<file path="src/rtl/uart_pkg.sv">
// Shared types and decode helpers for the configurable UART receiver.
package uart_pkg;

  typedef enum logic [2:0] {
    IDLE   = 3'd0,
    START  = 3'd1,
    DATA   = 3'd2,
    PARITY = 3'd3,
    STOP   = 3'd4
  } state_t;

  typedef enum logic [1:0] {
    PAR_NONE = 2'd0,
    PAR_EVEN = 2'd1,
    PAR_ODD  = 2'd2
  } parity_t;

  // 00..11 selects 5..8 data bits; a narrower build clamps to its maximum.
  function automatic logic [3:0] nbits_decode(input logic [1:0] code,
                                              input int unsigned dbit_max);
    int unsigned n;
    n = 32'(code) + 32'd5;
    if (n > dbit_max) n = dbit_max;
    return n[3:0];
  endfunction

  // Code 11 is treated as no parity.
  function automatic parity_t parity_decode(input logic [1:0] mode);
    case (mode)
      2'b01:   return PAR_EVEN;
      2'b10:   return PAR_ODD;
      default: return PAR_NONE;
    endcase
  endfunction

endpackage

</file>
<file path="src/rtl/uart_rx_sampler.sv">
// Line front end: rx synchroniser, falling-edge detect and bit-value sampling.
// With UART_RX_MAJORITY_EN the bit value is a 2-of-3 vote over the last three s_tick samples.
module uart_rx_sampler #(
  parameter int SYNC_STAGES = 2
) (
  input  logic clk,
  input  logic reset,
  input  logic rx,
  input  logic s_tick,
  output logic fall,
  output logic bit_val
);

  logic [SYNC_STAGES-1:0] sync_q, sync_d;
  logic                   prev_q, prev_d;
  logic                   rxs;

  assign rxs = sync_q[SYNC_STAGES-1];

  always_comb begin
    sync_d = {sync_q[SYNC_STAGES-2:0], rx};
    prev_d = rxs;
  end

  // Idle-high reset values keep reset release from looking like a start edge.
  always_ff @(posedge clk or posedge reset) begin
    if (reset) begin
      sync_q <= '1;
      prev_q <= 1'b1;
    end else begin
      sync_q <= sync_d;
      prev_q <= prev_d;
    end
  end

  assign fall = prev_q & ~rxs;

`ifdef UART_RX_MAJORITY_EN
  // hist_q[0] holds the sample from the previous tick, hist_q[1] the one before.
  logic [1:0] hist_q, hist_d;

  always_comb begin
    hist_d = hist_q;
    if (s_tick) hist_d = {hist_q[0], rxs};
  end

  always_ff @(posedge clk or posedge reset) begin
    if (reset) hist_q <= 2'b11;
    else       hist_q <= hist_d;
  end

  assign bit_val = (hist_q[1] & hist_q[0]) | (hist_q[1] & rxs) | (hist_q[0] & rxs);
`else
  logic unused_tick;
  assign unused_tick = s_tick;
  assign bit_val     = rxs;
`endif

endmodule

</file>
<file path="src/rtl/uart_rx_cfg.sv">
// Runtime-configurable UART receiver (5..DBIT_MAX data bits, none/even/odd parity, 1/2 stop).
// Optional UART_RX_MAJORITY_EN selects majority-vote sampling inside uart_rx_sampler.
module uart_rx_cfg
  import uart_pkg::*;
#(
  parameter int DBIT_MAX    = 8,
  parameter int OVS         = 16,
  parameter int SYNC_STAGES = 2
) (
  input  logic                clk,
  input  logic                reset,
  input  logic                rx,
  input  logic                s_tick,
  input  logic [1:0]          data_bits,
  input  logic [1:0]          parity_mode,
  input  logic                stop_bits,
  output logic                rx_done_tick,
  output logic [DBIT_MAX-1:0] dout,
  output logic                parity_err,
  output logic                frame_err,
  output logic                break_det,
  output logic [2:0]          dbg_state
);

  localparam int             SW    = $clog2(OVS);
  localparam logic [SW-1:0]  S_MID = SW'(OVS / 2 - 1);
  localparam logic [SW-1:0]  S_END = SW'(OVS - 1);

  logic fall, bit_val;

  uart_rx_sampler #(.SYNC_STAGES(SYNC_STAGES)) u_sampler (
    .clk     (clk),
    .reset   (reset),
    .rx      (rx),
    .s_tick  (s_tick),
    .fall    (fall),
    .bit_val (bit_val)
  );

  state_t              state_q, state_d;
  logic [SW-1:0]       s_q, s_d;
  logic [3:0]          n_q, n_d;
  logic [3:0]          nbits_q, nbits_d;
  parity_t             par_q, par_d;
  logic                two_stop_q, two_stop_d;
  logic [DBIT_MAX-1:0] shreg_q, shreg_d;
  logic                pbit_q, pbit_d;
  logic                ferr_acc_q, ferr_acc_d;
  logic                stopz_q, stopz_d;
  logic [DBIT_MAX-1:0] dout_q, dout_d;
  logic                perr_q, perr_d;
  logic                ferr_q, ferr_d;
  logic                brk_q, brk_d;
  logic                done_q, done_d;
  logic                data_par;

  assign data_par = ^shreg_q;

  always_comb begin
    state_d    = state_q;
    s_d        = s_q;
    n_d        = n_q;
    nbits_d    = nbits_q;
    par_d      = par_q;
    two_stop_d = two_stop_q;
    shreg_d    = shreg_q;
    pbit_d     = pbit_q;
    ferr_acc_d = ferr_acc_q;
    stopz_d    = stopz_q;
    dout_d     = dout_q;
    perr_d     = perr_q;
    ferr_d     = ferr_q;
    brk_d      = brk_q;
    done_d     = 1'b0;

    case (state_q)
      IDLE: begin
        // Frame format is captured once per frame; later input changes are ignored.
        if (fall) begin
          state_d    = START;
          s_d        = '0;
          nbits_d    = nbits_decode(data_bits, DBIT_MAX);
          par_d      = parity_decode(parity_mode);
          two_stop_d = stop_bits;
        end
      end
      START: begin
        if (s_tick) begin
          if (s_q == S_MID) begin
            if (bit_val) begin
              state_d = IDLE;
            end else begin
              state_d    = DATA;
              s_d        = '0;
              n_d        = '0;
              shreg_d    = '0;
              pbit_d     = 1'b0;
              ferr_acc_d = 1'b0;
              stopz_d    = 1'b1;
            end
          end else begin
            s_d = s_q + SW'(1);
          end
        end
      end
      DATA: begin
        if (s_tick) begin
          if (s_q == S_END) begin
            s_d = '0;
            for (int i = 0; i < DBIT_MAX; i++) begin
              if (n_q == 4'(i)) shreg_d[i] = bit_val;
            end
            if (n_q == nbits_q - 4'd1) begin
              n_d     = '0;
              state_d = (par_q == PAR_NONE) ? STOP : PARITY;
            end else begin
              n_d = n_q + 4'd1;
            end
          end else begin
            s_d = s_q + SW'(1);
          end
        end
      end
      PARITY: begin
        if (s_tick) begin
          if (s_q == S_END) begin
            s_d     = '0;
            pbit_d  = bit_val;
            state_d = STOP;
          end else begin
            s_d = s_q + SW'(1);
          end
        end
      end
      STOP: begin
        if (s_tick) begin
          if (s_q == S_END) begin
            s_d = '0;
            if (n_q == {3'b000, two_stop_q}) begin
              // Last stop bit: fold it into the flags directly rather than via the accumulators.
              state_d = IDLE;
              n_d     = '0;
              done_d  = 1'b1;
              dout_d  = shreg_q;
              ferr_d  = ferr_acc_q | ~bit_val;
              brk_d   = (shreg_q == '0) & ((par_q == PAR_NONE) | ~pbit_q) & stopz_q & ~bit_val;
              case (par_q)
                PAR_EVEN: perr_d = data_par ^ pbit_q;
                PAR_ODD:  perr_d = ~(data_par ^ pbit_q);
                default:  perr_d = 1'b0;
              endcase
            end else begin
              n_d        = n_q + 4'd1;
              ferr_acc_d = ferr_acc_q | ~bit_val;
              stopz_d    = stopz_q & ~bit_val;
            end
          end else begin
            s_d = s_q + SW'(1);
          end
        end
      end
      default: state_d = IDLE;
    endcase
  end

  always_ff @(posedge clk or posedge reset) begin
    if (reset) begin
      state_q    <= IDLE;
      s_q        <= '0;
      n_q        <= '0;
      nbits_q    <= '0;
      par_q      <= PAR_NONE;
      two_stop_q <= 1'b0;
      shreg_q    <= '0;
      pbit_q     <= 1'b0;
      ferr_acc_q <= 1'b0;
      stopz_q    <= 1'b0;
      dout_q     <= '0;
      perr_q     <= 1'b0;
      ferr_q     <= 1'b0;
      brk_q      <= 1'b0;
      done_q     <= 1'b0;
    end else begin
      state_q    <= state_d;
      s_q        <= s_d;
      n_q        <= n_d;
      nbits_q    <= nbits_d;
      par_q      <= par_d;
      two_stop_q <= two_stop_d;
      shreg_q    <= shreg_d;
      pbit_q     <= pbit_d;
      ferr_acc_q <= ferr_acc_d;
      stopz_q    <= stopz_d;
      dout_q     <= dout_d;
      perr_q     <= perr_d;
      ferr_q     <= ferr_d;
      brk_q      <= brk_d;
      done_q     <= done_d;
    end
  end

  assign rx_done_tick = done_q;
  assign dout         = dout_q;
  assign parity_err   = perr_q;
  assign frame_err    = ferr_q;
  assign break_det    = brk_q;
  assign dbg_state    = state_q;

endmodule

</file>
<file path="config.mk">
export PLATFORM = sky130hd
export DESIGN_NAME = uart_rx_cfg
export DESIGN_NICKNAME = d
export VERILOG_FILES = /design/src/rtl/uart_pkg.sv /design/src/rtl/uart_rx_sampler.sv /design/src/rtl/uart_rx_cfg.sv
export SDC_FILE = /design/constraint.sdc
export NUM_CORES = 1
export LEC_CHECK = 0
export ABC_CLOCK_PERIOD_IN_PS = 1700
export BUFFER_PORTS_ARGS = -buffer_cell sky130_fd_sc_hd__buf_2
export CORE_ASPECT_RATIO = 0.5
export CORE_MARGIN = 2
export CORE_UTILIZATION = 50
export DETAILED_ROUTE_END_ITERATION = 8
export GPL_ROUTABILITY_DRIVEN = 0
export MAX_ROUTING_LAYER = met4
export PLACE_DENSITY = 0.7
export SETUP_SLACK_MARGIN = 0.05
export SLEW_MARGIN = 20
export SYNTH_ARGS = -nofsm -noshare
export SYNTH_HDL_FRONTEND = slang
export SYNTH_SLANG_ARGS = --single-unit
</file>
<file path="constraint.sdc">
create_clock -name clk -period 1.7 [get_ports clk]
set_clock_uncertainty 0.1 [all_clocks]
set_input_delay 0.085 -clock clk [delete_from_list [all_inputs] [get_ports clk]]
set_output_delay 0.085 -clock clk [all_outputs]
set_load 0.02 [all_outputs]
</file>
# After elaboration in Yosys (flattened, before gate mapping)
# Index checks and enable logic that the tools add are counted.
# Widths: inputs -> output; s select.
[word_totals]
out_inout_bits = 15
register_bits = 44
input_bits = 9
wordCells = 176
[op_classes]
magnitude_cmp = 1
n_mux = 68
add_sub_neg = 4
n_bitwise = 11
n_eq_ne = 42
n_reduce_logical = 26
[op_table]
columns = ["cell", "n"]
rows = [
  ["$reduce_and 7->1", 9],
  ["$mux 4", 15],
  ["$ne 2x2->1 const B", 21],
  ["$mux 8", 5],
  ["$mux 3", 12],
  ["$mux 1", 26],
  ["$pmux 4 s3", 2],
  ["$eq 4x3->1 const B", 5],
  ["$pmux 8 s2", 1],
  ["$pmux 3 s5", 1],
  ["$reduce_and 11->1", 1],
  ["$add 4x1->4 const B", 2],
  ["$eq 4x2->1 const B", 2],
  ["$logic_not 8->1", 1],
  ["$pmux 1 s2", 4],
  ["$reduce_and 8->1", 1],
  ["$reduce_xor 8->1", 1],
  ["$eq 3x2->1 const B", 2],
  ["$reduce_and 6->1", 1],
  ["$reduce_bool 2->1", 3],
  ["$reduce_bool 3->1", 2],
  ["$and 1x1->1", 5],
  ["$reduce_and 5->1", 1],
  ["$add 2x3->4 const B", 1],
  ["23 further kinds", 28],
]

# Longest topological paths before layout
[depth]
word_depth = 6
mapped_depth = 8
depth_no_buf = 7

# By module
# From an unflattened synthesis, not the netlist that was laid out.
[unflattened]
cells_unflattened = 264
area_unflattened_um2 = 2503.7
[modules_own_cells]
columns = ["mod", "cells_each", "n_inst", "area_each_um2"]
rows = [
  ["uart_rx_cfg", 259, 1, 2407.3],
  ["uart_rx_sampler", 5, 1, 96.3],
]

# Worst setup path before layout
# OpenSTA, ideal clock, no wires.
[synth_path]
path_kind = "reg-to-reg"
start = "reg state_q[2], in the netlist dbg_state[2]"
end = "reg state_q[1], in the netlist dbg_state[1]"
synth_period_minus_slack_ps = 1888
t_arrival_ps = 1666
path_stages_with_launch = 5
path_buffers = 0
setup_time_ps = 122
setup_slack_ps = -188
path_cell_list = "dfrtp_1 -> or4_1 -> o2111a_1 -> or3_1 -> o2bb2ai_1"
[synth_between]
elab_chain_len = 3
elab_cells_between_ends = 18
cone_classes = "eq/ne: 15; mux: 1; reduce/logical: 2"
[synth_lines]
columns = ["element", "line_no", "rtl"]
rows = [
  ["from (decl)", "uart_rx_cfg.sv:40", "state_t state_q, state_d;"],
  ["from (signal assigned)", "uart_rx_cfg.sv:184", "state_q <= state_d;"],
  ["$eq 3x3->1, or another cell as far along", "uart_rx_cfg.sv:76", "case (state_q)"],
  ["$ne 2x2->1 (no line)", "n/a", ""],
  ["$reduce_and 11->1 (no line)", "n/a", ""],
]
# Parallel ways exist; a longest one is shown, timed or not.
# A chain may end at the register's enable or synchronous reset.

# Worst setup path in the final report
[layout_path]
start = "reg nbits_q[0]"
end = "reg n_q[2]"
[layout_between]
elab_chain_len = 6
[layout_lines]
columns = ["element", "line_no", "rtl"]
rows = [
  ["from (decl)", "uart_rx_cfg.sv:43", "logic [3:0] nbits_q, nbits_d;"],
  ["from (signal assigned)", "uart_rx_cfg.sv:187", "nbits_q <= nbits_d;"],
  ["$sub 4x1->4", "uart_rx_cfg.sv:113", "if (n_q == nbits_q - 4'd1) begin"],
  ["$eq 4x4->1", "uart_rx_cfg.sv:113", ""],
  ["$mux 4", "uart_rx_cfg.sv:113", ""],
  ["$mux 4", "uart_rx_cfg.sv:108", "if (s_q == S_END) begin"],
  ["$mux 4", "uart_rx_cfg.sv:107", "if (s_tick) begin"],
  ["$pmux 4 s3", "uart_rx_cfg.sv:76", ""],
  ["to (signal assigned)", "uart_rx_cfg.sv:186", "n_q <= n_d;"],
  ["to (decl)", "uart_rx_cfg.sv:42", "logic [3:0] n_q, n_d;"],
]
# Every way passes these cells. The select of a mux whose other input is x is not followed.

==> results.md <==
- Status: finished, violations left
- Failing checks: negative setup slack
- HPWL Detailed: roughly 4100 um
- Via density: 5.63
- Largest area contributor in the netlist: dfrtp_1
- Pleak: 1.67 nW
- Vias post-DR: between 2000 and 2500
- Post-Layout Cell Count: between 400 and 500
- DR WL met3: between 400 and 500 um
- Share of layout cells above drive strength 1: between 40% and 50%
- # diodes: 0
- Utilization after layout: between 80% and 90%
- Slew Viols, Final: 0
- Synth-to-Final Area Change: 50.3%
- Max layer used: met4
- Normalized max-slew margin: between 60% and 70%
- PortBufs: 23
- Sequential share of the synthesized area: 45.4%
- Final Cycle Share: 114%
- CP max stage delay: roughly 0.41 ns
- Yosys top cell area share: 42.1%
- Total wire length: roughly 7600 um
- Mapped Area: 2440 sq um
- Clock Latency Late Sink: between 0.3 and 0.4 ns
- Mean post-synth cell area: around 9.5 sq um
- Final setup vio count: 32
- Critical path startpoint category: register
- TritonCTS clock tree: built
- Worst-margin pin slew: 0.583 ns
- Critical path's slowest cell: dfrtp_1
- Synth Warn #: 0
- Peak supply drop: roughly 0.00089 V
- Main synth FF type: dfrtp_1
- Fin. Hold Viols: 0
- Initial DRC count: around 140
- Cells after synthesis: 256
- Die Width: 103 um
- # IOs: 24
- R2r setup slk: -0.24 ns
- Max Buffers Root-to-Sink: 2
- GRT overflow: 0
- Ranking of synthesized cells by area: dfrtp_1 (42%), ha_1 (6.2%), o21ai_0 (5.1%), xnor2_1 (4.7%), nand2_1 (3.9%)
- Inserted Clock Buffers: 5
- Synth unique cells: slightly above 50
- Metal1 wirelength: about 3100 um
- DRC Markers: 0
- CP arrival: about 2.0 ns
- Row count: 17
- Count of state elements after synthesis: 44
- Setup WS pre-CTS: -0.193 ns
- Pin count of the biggest net entering global routing: 45
- RSZ-0062 raised after global routing: true
- CP required: roughly 1.8 ns
- Post-route setup slack: -0.239 ns
- Vias in the first global route: about 2300
- Final #Nets: around 370
- P per Cell Area: approximately 1500 nW/um^2
- Post-synth EDFFs: 0
- Worst-path clk slew: 0.09 ns
- CP cell instances: inv_2, ha_4, xor2_2, xnor2_2, a31oi_4, buf_6, o211ai_1, o311ai_2
- CP endpoint kind: register
- Die area: approximately 5500 sq um
- Root Buffer: clkbuf_8
- First-pass GRT wire length: around 11000 um
- Critical path class: reg -> reg
- DR WL met2: 3890 um
- Initial antenna violation count: 0
- Tot GR Track Use: between 20 and 30%
- Placed Cells incl. Taps: 376
- Post-synth ARST share: 100%
- Routed WL per cell: around 19 um
- CP delay by family, top: compound AO/OA/AOI/OAI gates
- H-tree depth: 2
- Max-cap viol count: 0
- Syn Nets: ~280
- HP Class: in -> reg
- Routed Antenna Nets: 0
- Clock Sinks: 44
- Core ar.: ~4500 sq um
- Buf+Inv Stages, Crit Path: 2
- Tot Pwr: 5.59 mW
- FMAX: around 0.52 GHz
- Die height: 53.4 um
- Initial Utilization: 53.8%
- Worst Path Max Fanout: 3
- Fin crit period: slightly below 2 ns
- Drt pass-1 iters: 4
## worst paths after layout
path | end | from | cells past startpoint
min in group asynchronous | rx_done_tick$_DFF_PP0_ | reset | 4
hold / removal | nbits_q[1]$_DFFE_PP0P_ | data_bits[1] | 3
setup reg to reg | n_q[2]$_DFFE_PP0P_ | nbits_q[0]$_DFFE_PP0P_ | 8
hold reg to reg | u_sampler.sync_q[1]$_DFF_PP1_ | u_sampler.sync_q[0]$_DFF_PP1_ | 0
setup / recovery | n_q[2]$_DFFE_PP0P_ | nbits_q[0]$_DFFE_PP0P_ | 8
max in group asynchronous | dbg_state[0]$_DFFE_PP0P_ | reset | 4
## cell type report
| type | count | area (sq um) |
|---|---|---|
| clock buffer | 5 | 68.8 |
| clock inverter | 3 | 46.3 |
| fill | 255 | 870 |
| inverter | 20 | 75.1 |
| multi-input combinational | 183 | 1560 |
| sequential | 44 | 1110 |
| tap | 66 | 82.6 |
| timing repair buffer | 91 | 717 |
## sequential cells by signal, summed over array words and instances, names as in the netlist
name,cells
break_det,1
dbg_state,3
dout,8
ferr_acc_q,1
frame_err,1
n_q,4
nbits_q,4
par_q,2
parity_err,1
pbit_q,1
rx_done_tick,1
s_q,4
shreg_q,8
stopz_q,1
two_stop_q,1
u_sampler.prev_q,1
u_sampler.sync_q,2
## report_power, final
part           total, mW  switching, mW  internal [mW]
Sequential          1.54          0.267           1.28
Combinational       3.20           1.64           1.56
Clock              0.848          0.405          0.443
## metal layers
layer  global-route usage (%)  up-vias
met2                     49.3       94
li1                         -     1074
met3                     6.74       20
met1                     31.6     1130
met4                     11.6        0
met5                        -        -
## what timing repair did
action,4_1_cts,5_1_grt
setup buffers,9,8
endpoints found under the hold margin,46,0
gates resized for setup,51,39
pin swaps,37,15
hold buffers,7,0
endpoints found under the setup margin,36,36
cloned,3,1
## worst register-to-register path, stage by stage (launching register included)
cell	delay [ns]
dfrtp_1	0.41
inv_2	0.08
ha_4	0.14
xor2_2	0.19
xnor2_2	0.16
a31oi_4	0.16
buf_6	0.16
o211ai_1	0.24
o311ai_2	0.16
## synthesized netlist by cell type, types with 3 or more instances
library cell / n
o2bb2ai_1: 9
xnor2_1: 13
buf_2: 6
mux2_2: 3
dfrtp_1: 41
dfstp_2: 3
o31ai_1: 3
ha_1: 12
inv_1: 20
nand2b_1: 5
a21oi_1: 13
nand3_1: 7
clkbuf_1: 5
nor2_1: 16
nand2_1: 25
o21ai_1: 3
o21ai_0: 25
and3_1: 3
nor2b_1: 4
## logic make-up after synthesis
group	synth area share, %
AOI/OAI and AO/OA	18.2
buffers and inverters	5.55
muxes	2.21
and+or+nand+nor	17.1
xor gates and xnor gates	5.39
DFF	45.4
adders and majority gates	6.16
## per-stage QoR
stage	setup TNS, ns	area [sq um]	hold slack (ns)
final	-3.61	3660	0.0676
after global routing	-5.72	3660	0.0691
after CTS	-1.52	3420	0.0384
after detailed placement	-3.34	2930	0.0923
after global placement	-2.13	2930	0.0920
after floorplan	-1.21	2510	-0.0105
## cells in the final DEF, fill, tap and decap left out, types with 8 or more instances in the layout
cell type  Yosys  layout
buf_4          0      46
dfrtp_1       41      38
buf_2          6      23
nand2_1       25      21
o21ai_1        3      15
buf_6          1      13
inv_1         20      11
nor2_1        16      11
a21oi_1       13      11
xnor2_1       13       8
inv_2          0       8
Power figures use the tool's default switching activity.
